--- src/rtl/hack_pc_jump.sv ---
// Hack program counter with jump-condition decode, stall, self-jump halt
// detection and a saturating taken-jump counter.
module hack_pc_jump #(
    parameter int WIDTH       = 16,
    parameter int CNT_W       = 8,
    parameter int HALT_DETECT = 1
) (
    input  logic             clk,
    input  logic             reset,
    input  logic             en,
    input  logic             is_c,
    input  logic [2:0]       jmp,
    input  logic             zr,
    input  logic             ng,
    input  logic [WIDTH-1:0] a,
    output logic [WIDTH-1:0] pc,
    output logic             taken,
    output logic             halted,
    output logic [CNT_W-1:0] jump_cnt
);

    typedef enum logic [0:0] {
        ST_RUN  = 1'b0,
        ST_HALT = 1'b1
    } state_t;

    localparam logic HD_EN = (HALT_DETECT != 0);

    state_t           state_q, state_d;
    logic [WIDTH-1:0] pc_q, pc_d;
    logic [CNT_W-1:0] cnt_q, cnt_d;
    logic             cond_s;
    logic             taken_s;

    // Jump decode: j1/j2/j3 select lt/eq/gt; zr=ng=1 is decoded literally.
    always_comb begin
        cond_s  = is_c & ((jmp[2] & ng) | (jmp[1] & zr) | (jmp[0] & ~ng & ~zr));
        taken_s = cond_s & en & (state_q == ST_RUN) & ~reset;
    end

    // Next-state, next-PC and counter selection.
    always_comb begin
        state_d = state_q;
        pc_d    = pc_q;
        cnt_d   = cnt_q;
        case (state_q)
            ST_RUN: begin
                if (en) begin
                    if (taken_s) begin
                        pc_d = a;
                        if (cnt_q != {CNT_W{1'b1}}) begin
                            cnt_d = cnt_q + {{(CNT_W-1){1'b0}}, 1'b1};
                        end else begin
                            cnt_d = cnt_q;
                        end
                        // A tight unconditional loop onto itself means the program has ended.
                        if (HD_EN && (jmp == 3'b111) && (a == pc_q)) begin
                            state_d = ST_HALT;
                        end else begin
                            state_d = ST_RUN;
                        end
                    end else begin
                        pc_d = pc_q + {{(WIDTH-1){1'b0}}, 1'b1};
                    end
                end else begin
                    pc_d = pc_q;
                end
            end
            ST_HALT: begin
                state_d = ST_HALT;
            end
            default: begin
                state_d = ST_RUN;
            end
        endcase
    end

    // State registers with synchronous reset.
    always_ff @(posedge clk) begin
        if (reset) begin
            state_q <= ST_RUN;
            pc_q    <= {WIDTH{1'b0}};
            cnt_q   <= {CNT_W{1'b0}};
        end else begin
            state_q <= state_d;
            pc_q    <= pc_d;
            cnt_q   <= cnt_d;
        end
    end

    assign pc       = pc_q;
    assign taken    = taken_s;
    assign halted   = (state_q == ST_HALT);
    assign jump_cnt = cnt_q;

endmodule

--- config.mk ---
export PLATFORM = sky130hd
export DESIGN_NAME = hack_pc_jump
export DESIGN_NICKNAME = d
export VERILOG_FILES = /design/src/rtl/hack_pc_jump.sv
export SDC_FILE = /design/constraint.sdc
export NUM_CORES = 1
export LEC_CHECK = 0
export BUFFER_PORTS_ARGS = -buffer_cell sky130_fd_sc_hd__clkbuf_2
export CORE_MARGIN = 8
export CORE_UTILIZATION = 51
export CTS_CLUSTER_DIAMETER = 200
export CTS_CLUSTER_SIZE = 24
export DETAILED_ROUTE_END_ITERATION = 7
export PLACE_DENSITY = 0.79
export SYNTH_ARGS = -nofsm -noshare
export SYNTH_HDL_FRONTEND = slang
export SYNTH_SLANG_ARGS = --single-unit
--- constraint.sdc ---
create_clock -name clk -period 2.41 [get_ports clk]
set_input_delay 0.482 -clock clk [delete_from_list [all_inputs] [get_ports clk]]
set_output_delay 0.482 -clock clk [all_outputs]
set_load 0.1 [all_outputs]
==> results.md <==
* Outcome: completed
* Layout cells sized above 1 at roughly a third
* Part of the power in combinational logic at approximately 26%
* Maximum clock skew at final layout at around 0.0083 ns
* Total number of nets in the final design at around 280
* Fin crit period at roughly 2.2 ns
* Final WL at 4760 um
* Primary flip-flop cell chosen by synthesis mapping: dfxtp_1
* Chip Width at about 73 um
* Count of flip-flops with a built-in enable after synthesis at 0
* Kind of end point of the critical path: primary output
* Synthesized netlist cell count at 204
* Launch point of the worst path: ng
* Number of placement rows at 21
* Routability congestion estimate at roughly 1
* Cells along the critical path: clkbuf_2 > or3b_1 > a21o_1 > inv_1 > buf_12
* Number of slew-limit violations in the final report at 0
* GR met3 Demand/Resource at under 10%
* Clock latency on the worst-skew pair at approximately 0.32 ns
* Setup TNS after final layout at 0 ns
* Total of hold buffers inserted after clock tree synthesis at 0
* Depth of the worst register-to-register path at 4
* Wire length per cell at ~16 um
* First-pass iteration count of the detailed router at 4
* Total of cells resized after clock tree synthesis at 0
* Critical path class: in -> out
* Setup repair after global routing missed its margin: false
* All-layer global routing usage at 17.8%
* Worst Path Arrival at between 1.5 and 2 ns
* Antenna violations before repair at 0
* Net count after synthesis at roughly 230
* Number of buffers on the longest clock path at 2
* GR peak layer: met2
* Worst path slowest cell: or3b_1
* Reg clk slew, reported paths at between 0.1 and 0.15 ns
* Pin count of the biggest net entering global routing at 28
* Clk pwr share at around 22%
* Post-CTS setup buffer count at 0
* Number of sinks driven by the clock tree at 25
* Worst supply voltage drop on vdd at between 300 and 400 uV
* Destination of the worst register-to-register timing path: pc[15]$_SDFFE_PP0P_
* Final setup vio count at 0
* Initial Utilization at between 50% and 60%
* Max cap viols at 0
* Number of buffers and inverters on the critical path at 3
* DPL Wire Length at around 3600 um
* Cell accounting for the most synthesized area: dfxtp_1
* Hold Fails Final Rpt at 0
* Main area contributors after synthesis: dfxtp_1 (30%), xnor2_1 (6.3%), a22oi_1 (3.1%)
* Filler cell count in the final layout at 302
* CORE AREA at between 3000 and 4000 um2
* Die span in y at about 73 um
* Cell family with the largest share of critical-path delay: buffers and inverters
* Worst hold endpoint: pc[1]$_SDFFE_PP0P_
* Post-synthesis sequential element count at 25
* Tot Pwr at roughly 0.86 mW
* DRC marker count from the first detailed-route iteration at approximately 120
* Total standard cell area after synthesis at 1670 um2
* Static leakage at roughly 0.8 nW
* Min-Delay Path Depth at 3
* Layout Area Growth over Synthesis at 21.2%
* Number of buffers inserted by port buffering at 50
* ANT cells at 0
* CP peak stage delay at 0.41 ns
* Synth async-reset ratio at 0%
* Average footprint of a synthesized cell at between 8 and 9 um2
* Total internal power at around 0.55 mW
* Met2 Track Usage GR at roughly 30%
* Total number of vias at roughly 1800
* Count of nets left with antenna violations after detail routing at 0
* Tcrit/Tclk final at between 90 and 100%
* Met1 global-route usage at 22.0%
* First-pass GRT wire length at between 7000 and 8000 um
* Required @ worst endpoint at roughly 1.9 ns
* Power per cell area at about 420 nW/um2
* TritonCTS clock tree: yes
* DRC at 0
* Number of warnings issued by yosys at 0
* Critical register-to-register path startpoint: pc[6]$_SDFFE_PP0P_
* Number of global-route vias before repair at ~1700
* Start point of the worst hold path: a[1]
* H-tree depth at 1
* Number of distinct library cells after synthesis at between 40 and 50
* Type of the tightest min-delay check: in -> reg
* Number of top-level pins at between 50 and 60
* Die Area at between 5000 and 6000 um2
* Setup crit start kind: primary input
* TritonCTS buffer count at 3
* Number of vias per cell at 6.12
* Seq/Total Area, Yosys at about 30%
* Clock tree root driver cell: clkbuf_4
* Top achievable clock speed at about 460 MHz
* Setup slack of the worst register-to-register path at roughly 0.47 ns
* Switching power summed over all nets at approximately 0.30 mW
* Relative contribution of sequential cells to total power at between 50 and 60%
* Largest fanout of any net on the critical path at 9
* Transition time at the pin with the least slew margin at approximately 0.7 ns
* Switching portion of total power at a little over a third
* Max-Slew Margin vs Limit at between 50% and 60%
* Global-route congestion overflow total at 0
* Area share of the largest cell type after synthesis at between 20% and 30%
[how the worst max path moves through the flow]
stage / to / depth (start not counted)
finish: taken / 5
global route: taken / 5
detailed placement: pc[9]$_SDFFE_PP0P_ / 7
CTS: taken / 5
global placement: pc[8]$_SDFFE_PP0P_ / 7
floorplan: pc[15]$_SDFFE_PP0P_ / 5
[sequential cells by signal (all words and copies together), names as in the netlist]
register and cells:
pc 16, jump_cnt 8, halted 1
[metal layers]
layer	routed length (um)	vias to the layer above
met3	462	8
met5	0	-
met2	2170	85
li1	-	874
met1	2060	850
met4	70	0
[area by class of cell]
type                       count  area, um2  area share [%]
clock buffer                   4       26.3            1.29
inverter                       9       33.8            1.66
multi-input combinational    157       1090            53.5
sequential                    25        515            25.4
tap                           46       57.6            2.84
timing repair buffer          56        310            15.3
[Yosys cell counts, types with 2 or more instances]
cell type,instances
a211o_1,2
a211oi_1,4
a21oi_1,8
a22oi_1,7
a31oi_1,8
a32o_1,4
and3_1,2
and4_1,2
buf_2,4
clkbuf_1,9
dfxtp_1,25
ha_1,2
inv_1,8
mux2_2,4
mux2i_1,5
nand2_1,13
nand3_1,10
nand4_1,6
nor2_1,10
nor2b_1,5
nor3_1,5
nor4_1,6
o211ai_1,2
o21ai_0,7
o32ai_1,4
o41ai_1,2
or3_1,2
or4_1,2
or4b_1,3
xnor2_1,12
xor2_1,4
[placed cells by master, fill, tap and decap left out, types with 2 or more instances in the layout]
master    synthesis  layout
or4_1             2       2
clkbuf_2          0      49
nor4_1            6       6
nand2_1          13      13
and3_1            2       2
o21ai_0           7       7
clkbuf_4          0       3
dfxtp_2           0      12
or3_1             2       2
xnor2_1          12      12
xor2_1            4       4
nand4_1           6       6
and4_1            2       2
nor2_1           10      10
o32ai_1           4       4
mux2_2            4       4
mux2i_1           5       5
or4b_1            3       3
a22oi_1           7       7
inv_1             8       8
a211oi_1          4       4
o41ai_1           2       2
buf_4             0       6
o211ai_1          2       2
nor3_1            5       5
ha_1              2       2
a32o_1            4       4
nor2b_1           5       5
dfxtp_1          25      13
a211o_1           2       2
a21oi_1           8       8
nand3_1          10      10
a31oi_1           8       8
[logic make-up (layout without fill, tap and decap cells)]
family / after synthesis / in the layout / synth area share [%]
AO/OA/AOI/OAI: 54 / 54 / 23.0
XOR/XNOR: 16 / 16 / 8.37
adder cells (fa/ha/maj): 2 / 2 / 1.49
buffers and inverters: 22 / 69 / 5.23
flip-flops: 25 / 25 / 29.9
multiplexers: 9 / 9 / 5.68
AND/OR/NAND/NOR: 76 / 76 / 26.3
[power groups by stage]
stage                     Combinational (mW)  Sequential, mW  Clock [mW]
final                                  0.218           0.447       0.193
after global routing                   0.232           0.450       0.214
after CTS                              0.219           0.447       0.196
after detailed placement               0.217           0.456           0
after global placement                 0.215           0.455           0
after floorplan                       0.0800           0.530           0
[stage by stage]
| stage | std cells | setup slack, ns | instance area (um2) | hold WS [ns] | util (%) |
|---|---|---|---|---|---|
| after floorplan | 204 | 0.112 | 1690 | 0.628 | - |
| after global placement | 293 | 0.268 | 2000 | 0.498 | 62.0 |
| after detailed placement | 293 | 0.232 | 2000 | 0.501 | 62.0 |
| after CTS | 297 | 0.238 | 2030 | 0.414 | 62.8 |
| after global routing | 297 | 0.155 | 2030 | 0.419 | 62.8 |
| final | 297 | 0.219 | 2030 | 0.414 | 62.8 |
[worst min-delay path, stage by stage]
cell      delay [ns]
clkbuf_2        0.10
nand2_1         0.05
a31oi_1         0.07
(Power assumes the default switching activity.)
